[src/rtl/alu_pkg.sv]
// rtl/alu_pkg.sv - ALU control codes, opcode encodings and issue FSM state type
package alu_pkg;

    localparam logic [3:0] ALU_AND = 4'd0;
    localparam logic [3:0] ALU_OR  = 4'd1;
    localparam logic [3:0] ALU_ADD = 4'd2;
    localparam logic [3:0] ALU_SUB = 4'd6;

    localparam logic [1:0] ALUOP_ADD   = 2'b00;
    localparam logic [1:0] ALUOP_SUB   = 2'b01;
    localparam logic [1:0] ALUOP_FUNCT = 2'b10;

    localparam logic [5:0] FUNCT_ADD = 6'b100000;
    localparam logic [5:0] FUNCT_SUB = 6'b100010;
    localparam logic [5:0] FUNCT_AND = 6'b100100;
    localparam logic [5:0] FUNCT_OR  = 6'b100101;

    typedef enum logic [1:0] {
        ST_IDLE    = 2'd0,
        ST_ISSUE   = 2'd1,
        ST_CAPTURE = 2'd2,
        ST_RESP    = 2'd3
    } state_e;

endpackage

[src/rtl/alu_op_decode.sv]
// rtl/alu_op_decode.sv - combinational aluop/funct to ALU control code decode
module alu_op_decode
    import alu_pkg::*;
(
    input  logic [1:0] aluop_i,
    input  logic [5:0] funct_i,
    output logic [3:0] code_o,
    output logic       illegal_o
);

    always_comb begin
        code_o    = ALU_AND;
        illegal_o = 1'b0;
        case (aluop_i)
            ALUOP_ADD: code_o = ALU_ADD;
            ALUOP_SUB: code_o = ALU_SUB;
            ALUOP_FUNCT: begin
                case (funct_i)
                    FUNCT_ADD: code_o = ALU_ADD;
                    FUNCT_SUB: code_o = ALU_SUB;
                    FUNCT_AND: code_o = ALU_AND;
                    FUNCT_OR:  code_o = ALU_OR;
                    default:   illegal_o = 1'b1;
                endcase
            end
            default: illegal_o = 1'b1;
        endcase
    end

endmodule

[src/rtl/alu_issue_ctrl.sv]
// rtl/alu_issue_ctrl.sv - issues one request to a registered ALU and returns its result
// Optional macro ALU_ISSUE_ZERO_FLAG_EN adds the rsp_zero output.
module alu_issue_ctrl
    import alu_pkg::*;
#(
    parameter int DW = 5
) (
    input  logic          clk,
    input  logic          rst,
    input  logic          req_valid,
    output logic          req_ready,
    input  logic [1:0]    req_aluop,
    input  logic [5:0]    req_funct,
    input  logic [DW-1:0] req_a,
    input  logic [DW-1:0] req_b,
    output logic [DW-1:0] alu_a,
    output logic [DW-1:0] alu_b,
    output logic [3:0]    alu_ctrl,
    input  logic [DW-1:0] alu_result,
    output logic          rsp_valid,
    input  logic          rsp_ready,
    output logic [DW-1:0] rsp_data,
    output logic          rsp_err
`ifdef ALU_ISSUE_ZERO_FLAG_EN
    ,
    output logic          rsp_zero
`endif
);

    state_e        state_q;
    logic [DW-1:0] alu_a_q;
    logic [DW-1:0] alu_b_q;
    logic [3:0]    alu_ctrl_q;
    logic [DW-1:0] rsp_data_q;
    logic          rsp_err_q;
    logic          rsp_zero_q;
    logic [3:0]    dec_code;
    logic          dec_illegal;

    alu_op_decode u_decode (
        .aluop_i   (req_aluop),
        .funct_i   (req_funct),
        .code_o    (dec_code),
        .illegal_o (dec_illegal)
    );

    // ALU operands only move on a legal acceptance; an illegal request never disturbs them.
    always_ff @(posedge clk) begin
        if (rst) begin
            state_q    <= ST_IDLE;
            alu_a_q    <= '0;
            alu_b_q    <= '0;
            alu_ctrl_q <= 4'd0;
            rsp_data_q <= '0;
            rsp_err_q  <= 1'b0;
            rsp_zero_q <= 1'b0;
        end else begin
            case (state_q)
                ST_IDLE: begin
                    if (req_valid) begin
                        if (dec_illegal) begin
                            rsp_data_q <= '0;
                            rsp_err_q  <= 1'b1;
                            rsp_zero_q <= 1'b0;
                            state_q    <= ST_RESP;
                        end else begin
                            alu_a_q    <= req_a;
                            alu_b_q    <= req_b;
                            alu_ctrl_q <= dec_code;
                            state_q    <= ST_ISSUE;
                        end
                    end
                end
                ST_ISSUE: state_q <= ST_CAPTURE;
                ST_CAPTURE: begin
                    rsp_data_q <= alu_result;
                    rsp_err_q  <= 1'b0;
                    rsp_zero_q <= (alu_result == '0);
                    state_q    <= ST_RESP;
                end
                ST_RESP: begin
                    if (rsp_ready) state_q <= ST_IDLE;
                end
            endcase
        end
    end

    assign req_ready = (state_q == ST_IDLE);
    assign rsp_valid = (state_q == ST_RESP);
    assign alu_a     = alu_a_q;
    assign alu_b     = alu_b_q;
    assign alu_ctrl  = alu_ctrl_q;
    assign rsp_data  = rsp_data_q;
    assign rsp_err   = rsp_err_q;

`ifdef ALU_ISSUE_ZERO_FLAG_EN
    assign rsp_zero = rsp_zero_q;
`else
    logic unused_zero;
    assign unused_zero = rsp_zero_q;
`endif

endmodule

[config.mk]
export PLATFORM = sky130hd
export DESIGN_NAME = alu_issue_ctrl
export DESIGN_NICKNAME = d
export VERILOG_FILES = /design/src/rtl/alu_pkg.sv /design/src/rtl/alu_op_decode.sv /design/src/rtl/alu_issue_ctrl.sv
export SDC_FILE = /design/constraint.sdc
export NUM_CORES = 1
export LEC_CHECK = 0
export ABC_AREA = 1
export BUFFER_PORTS_ARGS = -buffer_cell sky130_fd_sc_hd__buf_2
export CORE_UTILIZATION = 43
export CTS_BUF_LIST = sky130_fd_sc_hd__clkbuf_2 sky130_fd_sc_hd__clkbuf_4 sky130_fd_sc_hd__clkbuf_8
export DETAILED_ROUTE_END_ITERATION = 6
export GPL_ROUTABILITY_DRIVEN = 0
export PLACE_DENSITY = 0.85
export SKIP_CTS_REPAIR_TIMING = 1
export SKIP_LAST_GASP = 1
export SLEW_MARGIN = 20
export SYNTH_ARGS = -nofsm -noshare
export SYNTH_HDL_FRONTEND = slang
export SYNTH_SLANG_ARGS = --single-unit
[constraint.sdc]
create_clock -name clk -period 1.2 [get_ports clk]
set_input_delay 0.12 -clock clk [delete_from_list [all_inputs] [get_ports clk]]
set_output_delay 0.12 -clock clk [all_outputs]
set_load 0.05 [all_outputs]
==> impl_metrics.yaml, run 1 <==
status:
  status: "finished, violations left"
  violations: "setup timing"
hold_path:
  holdCritPathClass: "input port to register"
global_route:
  antenna_found_initial: 0
  grt_pass1_wl_mm: 3.79
  grt_max_degree: 18
  grt_usage_pct: 18.3
  grt_overflow: 0
  grt_pass1_vias: 925
setup_path:
  critPathBufInv: 2
  worstPathRequired_ns: 1.08
  cp_slowest_stage_delay_ns: 0.35
  crit_family: "flip-flops"
  critPathCaptureType: "output port"
  slowest_stage: "dfxtp_2"
  startpoint_type: "register"
  crit_arrival_ns: 1.14
  cp_max_fo: 5
  worstSetupPathType: "register to output port"
  worstPathCellList: "inv_2 -> ha_4 -> clkbuf_4"
yosys:
  yosys_warnings: 0
  synth_edf_count: 0
  netlist_instances: 146
  synth.area.top_cells: "dfxtp_1 38%, nand2_1 13%, a21oi_1 7.7%"
  synth_ff_type: "dfxtp_1"
  async_flop_share_pct: 0
  syn-cell-area_um2: 1100
  yosysMostFrequentCell: "nand2_1"
  synth_area_leader_cell: "dfxtp_1"
  synthDominantCellAreaShare_pct: 38.2
  synthTopCellsByCount: "37 x nand2_1, 21 x dfxtp_1, 18 x inv_1"
  ys_seq_area_share_pct: 38.2
  syn_nets: 176
  ys_ff_latch: 21
  postSynthAreaPerCell_um2: 7.54
  synth.distinct_cells: 22
clocking:
  cts_max_path_buffers: 2
  cts.htree.levels: 1
  cts_buffers: 3
  cts.sinks: 21
  tritoncts: "yes"
  clock_latency_ns: 0.30
  root_buffer: "clkbuf_4"
  cts.clk_slew.worst_paths_ns: 0.12
timing:
  fin_crit_ns: 1.26
  rsz0062_at_grt: "true"
  setup_viol: 12
  max_freq_ghz: 0.792
  drv_slew: 0
  hold_violations: 0
  tns_ns: -0.198
  worst_slack_ns: -0.0621
  min_period_over_period_pct: 105
  skew_ns: 0.0116
power_and_ir_drop:
  cellLeakagePower_nw: 0.730
  powerDensity_nw_per_um2: 2220
  peakVddDrop_mv: 1.53
floorplanning:
  die_area_um2: 2770
  io_pins: 49
  die_h_um: 52.6
  die_x_um: 52.6
  rows: 17
  design.core.area_um2: 2320
  start_util_pct: 47.5
route:
  avgViaCountPerCell: 4.83
  ant_nets: 0
  wl_mm: 2.42
  drc_errors: 0
  drt_iter0_markers: 8
  dr.pass1.iters: 4
  vias: 1092
  wl_per_cell_um: 10.7
placed_design:
  hpwl_mm: 1.82
  place_area_um2: 1390
  port_buffers: 47
finish:
  antennaDiodeCount: 0
  layout-drive-gt1-share_pct: 42.9
  syn2layout_area_growth_pct: 32.4
  nNetsFinal: 229
  final_area_um2: 1460
flow_run:
  cap_violations: 0
-- sequential cells by signal (all words and copies together) (netlist names) --
name and flops:
alu_b 5, rsp_err 1, alu_a 5, alu_ctrl 3, rsp_data 5, state_q 2
-- final timing paths --
kind	from	endpoint	slack [ns]	cells past startpoint
max	state_q[0]	req_ready	-0.06	3
min reg2reg	alu_a[2]	alu_a[2]	0.47	2
max reg2reg	state_q[1]	rsp_data[3]	-0.03	8
min	rst	state_q[1]	0.07	4
-- cell usage in the layout (no fill, tap or decap), drive strengths merged --
cell    netlist  routed
nand2        41      41
clkbuf        2       5
a21oi        17      17
inv          18      18
conb          1       1
dfxtp        21      21
ha            3       3
buf           6      54
nand3         8       9
nand4        12      12
o21ai         4       4
nor2         13      13
-- layer usage --
| metal | GRT usage [%] | part of all wire (%) | vias to the layer above |
|---|---|---|---|
| li1 | - | - | 575 |
| met1 | 20.7 | 46 | 477 |
| met2 | 33.3 | 47 | 40 |
| met3 | 6.38 | 7.6 | 0 |
| met4 | 2.63 | 0 | 0 |
| met5 | 0 | 0 | - |
-- tightest hold or removal path, stage by stage --
cell     delay (ns)
buf_2          0.11
a21oi_1        0.04
nand2_1        0.05
inv_1          0.03
-- through the flow --
stage	std cells	hold slack, ns	total power, W	worst slack [ns]	utilization [%]
floorplan	146	0.279	0.00240	-0.220	-
global placement	221	0.403	0.00275	-0.00832	59.8
detailed placement	221	0.404	0.00278	-0.0525	59.8
CTS	225	0.0627	0.00315	-0.161	61.1
global route	226	0.0805	0.00346	-0.116	62.9
finish	226	0.0733	0.00323	-0.0621	62.9
-- final cells by class --
type / instances / area [um^2]
clock buffer: 4 / 30.0
fill: 220 / 861
inverter: 18 / 70.1
multi-input combinational: 100 / 579
sequential: 21 / 423
tap: 28 / 35.0
timing repair buffer: 55 / 320
-- kinds of logic (layout without fill, tap and decap cells) --
family                     after synthesis  count (layout)  share of synthesized area [%]
buffers and inverters                   26              77                           13.2
DFF                                     21              21                           38.2
adders and majority gates                3               3                           3.41
AOI/OAI and AO/OA                       21              21                           9.55
and+or+nand+nor                         74              75                           35.3
other                                    1               1                          0.341
-- report_power, final --
group	internal (W)	leakage (nW)	switching, W	total, W
Clock	0.000152	0.0184	0.000204	0.000356
Combinational	0.000697	0.539	0.00127	0.00196
Sequential	0.000840	0.172	0.0000714	0.000911
(Power assumes the default switching activity.)
==> run 2: changes to the inputs <==
--- a/config.mk
+++ b/config.mk
@@ -7,11 +7,11 @@
 export LEC_CHECK = 0
 export ABC_AREA = 1
 export BUFFER_PORTS_ARGS = -buffer_cell sky130_fd_sc_hd__buf_2
-export CORE_UTILIZATION = 43
+export CORE_UTILIZATION = 52
 export CTS_BUF_LIST = sky130_fd_sc_hd__clkbuf_2 sky130_fd_sc_hd__clkbuf_4 sky130_fd_sc_hd__clkbuf_8
 export DETAILED_ROUTE_END_ITERATION = 6
 export GPL_ROUTABILITY_DRIVEN = 0
-export PLACE_DENSITY = 0.85
+export PLACE_DENSITY = 0.95
 export SKIP_CTS_REPAIR_TIMING = 1
 export SKIP_LAST_GASP = 1
 export SLEW_MARGIN = 20
==> constraint.sdc (replaced) <==
create_clock -name clk -period 1.6 [get_ports clk]
set_input_delay 0.16 -clock clk [delete_from_list [all_inputs] [get_ports clk]]
set_output_delay 0.16 -clock clk [all_outputs]
set_load 0.05 [all_outputs]
==> run 2 against run 1 <==
  * Sequential share of layout area grew 2.1 points
  * Critical path depth is 5 higher
  * Global-route usage increased by 0.96 points
  * Non-clock buffer count is 6 lower
  * The flow now finishes without violations
  * Critical path type is now register to register
  * Worst setup slack gained 0.21 ns
  * Count of clock-buffer cells in the layout unchanged
  * First-iteration DRC count grew to 2.8 times the previous value
  * Register-to-register slack improved by 0.18 ns
  * Clock power shrank 27%
  * Routed wire length is 6.6% lower
  * Final cell count decreased by 3.5%
  * Die area down 17%
  * Largest power group unchanged
==> impl_metrics.yaml, run 2 (synthesis gave the netlist of run 1 again) <==
clocking:
  cts.clk_slew.worst_paths_ns: 0.11
  cts_max_path_buffers: 2
  root_buffer: "clkbuf_4"
  cts.sinks: 21
  cts_buffers: 3
  clock_latency_ns: 0.29
  cts.htree.levels: 1
  tritoncts: "yes"
floorplanning:
  die_x_um: 48.0
  design.core.area_um2: 1980
  start_util_pct: 55.6
  rows: 16
  die_area_um2: 2310
  io_pins: 49
  die_h_um: 48.0
placed_design:
  hpwl_mm: 1.74
  port_buffers: 47
route:
  route.met3.wl_um: 127
  wl_mm: 2.26
  ant_nets: 0
  drt_iter0_markers: 22
  dr.max_layer_used: "met4"
  drc_errors: 0
  dr.pass1.iters: 4
  wl_per_cell_um: 10.4
  avgViaCountPerCell: 4.87
  wl_met1_mm: 1.04
  vias: 1062
  met2_length_mm: 1.08
status:
  status: "finished, final reports clean"
timing:
  setup_viol: 0
  fin_crit_ns: 1.45
  hold_violations: 0
  skew_ns: 0.00116
  min_period_over_period_pct: 90.7
  rsz0062_at_grt: "false"
  drv_slew: 0
  max_freq_ghz: 0.689
  tns_ns: 0
global_route:
  antenna_found_initial: 0
  grt_max_degree: 20
  grt_pass1_vias: 810
  grt_overflow: 0
  grt_usage_pct: 19.3
  grt_pass1_wl_mm: 3.15
setup_path:
  reg2regPathDepth: 8
  critPathCaptureType: "register"
  cp_max_fo: 8
  cp_slowest_stage_delay_ns: 0.34
  startpoint_type: "register"
  r2r-end: "rsp_data[4]"
  reg2reg_from: "state_q[0]"
  worstSetupPathType: "register to register"
  crit_arrival_ns: 1.68
  r2r_setup_slack_ns: 0.15
  worstPathRequired_ns: 1.83
  worstPathCellList: "inv_1 -> ha_1 -> nor2_1 -> nor2_4 -> nand2_4 -> nand2_1 -> nand2_1 -> nor2_1"
  slowest_stage: "dfxtp_1"
power_and_ir_drop:
  peakVddDrop_mv: 1.24
  p_total_w: 0.00219
  powerDensity_nw_per_um2: 1620
  cellLeakagePower_nw: 0.692
finish:
  most-common-layout-cells: "47 x buf_2, 37 x nand2_1, 21 x dfxtp_1, 18 x inv_1, 17 x a21oi_1"
  nNetsFinal: 222
  mostFrequentLayoutCell: "buf_2"
  syn2layout_area_growth_pct: 22.6
  antennaDiodeCount: 0
  layout-drive-gt1-share_pct: 34.0
hold_path:
  hold_start: "req_b[3]"
  holdCritPathClass: "input port to register"
  hold_path_depth: 3
  whs_endpoint: "alu_b[3]"
flow_run:
  cap_violations: 0
[run 2: cell count changes in the layout (fill, tap and decap cells not counted), sizes merged]
cell,previous run,this run
buf,54,49
clkbuf,5,4
nand3,9,8
[run 2: final cells by class]
class | count | area (um^2)
Fill cell | 176 | 632
Multi-Input combinational cell | 99 | 548
Sequential cell | 21 | 420
Timing Repair Buffer | 49 | 250
Inverter | 18 | 67.6
Tap cell | 27 | 33.8
Clock buffer | 4 | 30.0
[run 2: layer usage]
layer	track usage (%)	up-vias
met5	0	-
li1	-	558
met3	3.40	2
met1	22.9	466
met2	34.6	36
met4	6.67	0
[run 2: worst max-delay path by stage]
stage / startpoint / to / slack [ns] / cells past startpoint
6_report: state_q[0] / rsp_data[4] / 0.15 / 8
2_1_floorplan: state_q[0] / state_q[0] / 0.003 / 10
3_3_place_gp: state_q[1] / state_q[0] / 0.25 / 9
3_5_place_dp: state_q[0] / state_q[0] / 0.18 / 9
5_1_grt: state_q[0] / state_q[0] / 0.008 / 9
4_1_cts: state_q[0] / state_q[0] / 0.16 / 9
[run 2: where the power goes]
group	total, W	switching (W)	internal, W
clock	0.000260	0.000146	0.000114
sequential	0.000678	0.0000536	0.000625
combinational	0.00125	0.000879	0.000371
total	0.00219	0.00108	0.00111
[run 2: through the flow]
stage	cell area (um^2)	util [%]	hold WS (ns)	std cells	worst slack (ns)
detailed placement	1310	66.1	0.449	214	0.181
floorplan	1100	-	0.319	146	0.00342
CTS	1340	67.6	0.125	218	0.163
global route	1350	68.1	0.120	218	0.00836
global placement	1310	66.1	0.441	214	0.245
finish	1350	68.1	0.132	218	0.148
[run 2: worst max-delay path, delay by kind of cell, from the launching register on]
family | cells | cell delay [ns]
AND/OR/NAND/NOR | 6 | 0.63
flip-flops | 1 | 0.34
adder cells (fa/ha/maj) | 1 | 0.29
buffers and inverters | 1 | 0.13
==> run 3: changes to the inputs <==
--- a/config.mk
+++ b/config.mk
@@ -11,7 +11,7 @@
 export CTS_BUF_LIST = sky130_fd_sc_hd__clkbuf_2 sky130_fd_sc_hd__clkbuf_4 sky130_fd_sc_hd__clkbuf_8
 export DETAILED_ROUTE_END_ITERATION = 6
 export GPL_ROUTABILITY_DRIVEN = 0
-export PLACE_DENSITY = 0.95
+export PLACE_DENSITY = 0.87
 export SKIP_CTS_REPAIR_TIMING = 1
 export SKIP_LAST_GASP = 1
 export SLEW_MARGIN = 20
==> run 3 against run 2 <==
  * Cell area fell by 1.5%
  * Worst hold slack got worse by 0.010 ns
  * Combinational power fell by 4%
  * Die area is the same
  * Maximum frequency decreased by 1.2%
  * Clock skew is 0.0013 ns higher
  * Non-clock buffer count shrank 1
  * Via count rose by 0.94%
  * Global-route usage up 2.5 points
  * Critical path depth up 1
  * Clock power down 4%
  * Critical endpoint is now state_q[0]
  * Largest power group unchanged
==> impl_metrics.yaml, run 3 (synthesis gave the netlist of run 1 again) <==
clocking:
  tritoncts: "yes"
  root_buffer: "clkbuf_4"
  clock_latency_ns: 0.30
  cts.htree.levels: 1
  cts_buffers: 3
  cts.clk_slew.worst_paths_ns: 0.12
  cts_max_path_buffers: 2
  cts.sinks: 21
setup_path:
  crit_arrival_ns: 1.66
  critPathCaptureType: "register"
  worstSetupPathType: "register to register"
  critPathBufInv: 4
  worstPathRequired_ns: 1.79
  cp_slowest_stage_delay_ns: 0.34
  crit_family: "flip-flops"
  slowest_stage: "dfxtp_1"
  cp_max_fo: 5
  reg2regPathDepth: 9
  r2r_setup_slack_ns: 0.13
  cp_common_cell: "inv_1"
  worstPathCellList: "inv_1 -> ha_2 -> inv_1 -> nor2_4 -> inv_1 -> o21ai_0 -> inv_1 -> o21ai_0 -> a21oi_1"
  reg2reg_from: "state_q[0]"
  r2r-end: "state_q[0]"
  startpoint_type: "register"
finish:
  fillCellCount: 183
  final-seq-area_um2: 420
  final_cells: 217
  nNetsFinal: 221
  multi_input_area_um2: 538
  mostFrequentLayoutCell: "buf_2"
  most-common-layout-cells: "47 x buf_2, 37 x nand2_1, 21 x dfxtp_1, 18 x inv_1, 17 x a21oi_1"
  antennaDiodeCount: 0
  layout-drive-gt1-share_pct: 33.7
  syn2layout_area_growth_pct: 20.8
timing:
  min_period_over_period_pct: 91.8
  drv_slew: 0
  worst_slack_ns: 0.131
  setup_viol: 0
  tns_ns: 0
  fin_crit_ns: 1.47
  rsz0062_at_grt: "false"
  skew_ns: 0.00242
  hold_violations: 0
  max_freq_ghz: 0.681
status:
  status: "finished, final reports clean"
route:
  wl_mm: 2.30
  wl_per_cell_um: 10.6
  vias: 1072
  drc_errors: 0
  dr.pass1.iters: 4
  drt_iter0_markers: 11
  avgViaCountPerCell: 4.94
  ant_nets: 0
placed_design:
  port_buffers: 47
  hpwl_mm: 1.81
  dp.cells: 213
  pre_cts_ws_ns: 0.144
global_route:
  grt_max_degree: 20
  grt_overflow: 0
  grt_pass1_wl_mm: 3.52
  antenna_found_initial: 0
  grt_usage_pct: 21.8
  grt_pass1_vias: 935
floorplanning:
  die_h_um: 48.0
  die_area_um2: 2310
  io_pins: 49
  rows: 16
  start_util_pct: 55.6
  die_x_um: 48.0
  design.core.area_um2: 1980
flow_run:
  cap_violations: 0
power_and_ir_drop:
  powerDensity_nw_per_um2: 1600
  cellLeakagePower_nw: 0.685
  peakVddDrop_mv: 1.10
hold_path:
  whs_endpoint: "alu_b[3]"
  hold_start: "req_b[3]"
  holdCritPathClass: "input port to register"
  hold_path_depth: 3
## run 3: changes by cell type in the layout (fill, tap and decap cells not counted)
| cell | change |
|---|---|
| buf_4 | -1 |
| clkbuf_4 | -1 |
| clkinv_2 | +1 |
| ha_2 | +1 |
| ha_4 | -1 |
## run 3: stage by stage
step	util, %	total power [W]	instance area [um^2]	hold WS (ns)
finish	67.1	0.00213	1330	0.122
global route	67.1	0.00228	1330	0.112
CTS	67.1	0.00214	1330	0.115
detailed placement	65.7	0.00189	1300	0.444
global placement	65.7	0.00184	1300	0.442
floorplan	-	0.00171	1100	0.319
## run 3: worst max-delay path by stage
stage	from	endpoint	slack (ns)	cells after the start
6_report	state_q[0]	state_q[0]	0.13	9
5_1_grt	state_q[0]	state_q[0]	0.03	9
4_1_cts	state_q[0]	state_q[0]	0.13	9
3_5_place_dp	state_q[0]	state_q[0]	0.14	9
3_3_place_gp	state_q[1]	state_q[0]	0.25	9
2_1_floorplan	state_q[0]	state_q[0]	0.003	10
## run 3: metal layers
| layer | vias to the layer above | share of wire (%) | track usage [%] | routed length (um) |
|---|---|---|---|---|
| li1 | 557 | - | - | - |
| met3 | 6 | 5.8 | 3.77 | 133 |
| met1 | 470 | 42 | 22.7 | 969 |
| met4 | 0 | 1.7 | 11.1 | 40 |
| met2 | 39 | 50 | 41.1 | 1160 |
| met5 | - | 0 | 0 | 0 |
## run 3: tightest hold or removal path, stage by stage
cell and delay (ns):
buf_2 0.09, nand4_1 0.07, a21oi_1 0.06
## run 3: cell type report
type                            instances  share of cell area (%)
Multi-Input combinational cell         99                    40.5
Inverter                               18                    5.08
Tap cell                               27                    2.54
Clock buffer                            3                    1.69
Clock inverter                          1                   0.376
Sequential cell                        21                    31.6
Timing Repair Buffer                   48                    18.3
## run 3: where the power goes
group | total (W) | leakage (nW) | switching, W | internal, W
clock network | 0.000250 | 0.0177 | 0.000157 | 0.0000930
registers | 0.000676 | 0.172 | 0.0000514 | 0.000625
logic | 0.00120 | 0.495 | 0.000871 | 0.000331
total | 0.00213 | 0.685 | 0.00108 | 0.00105
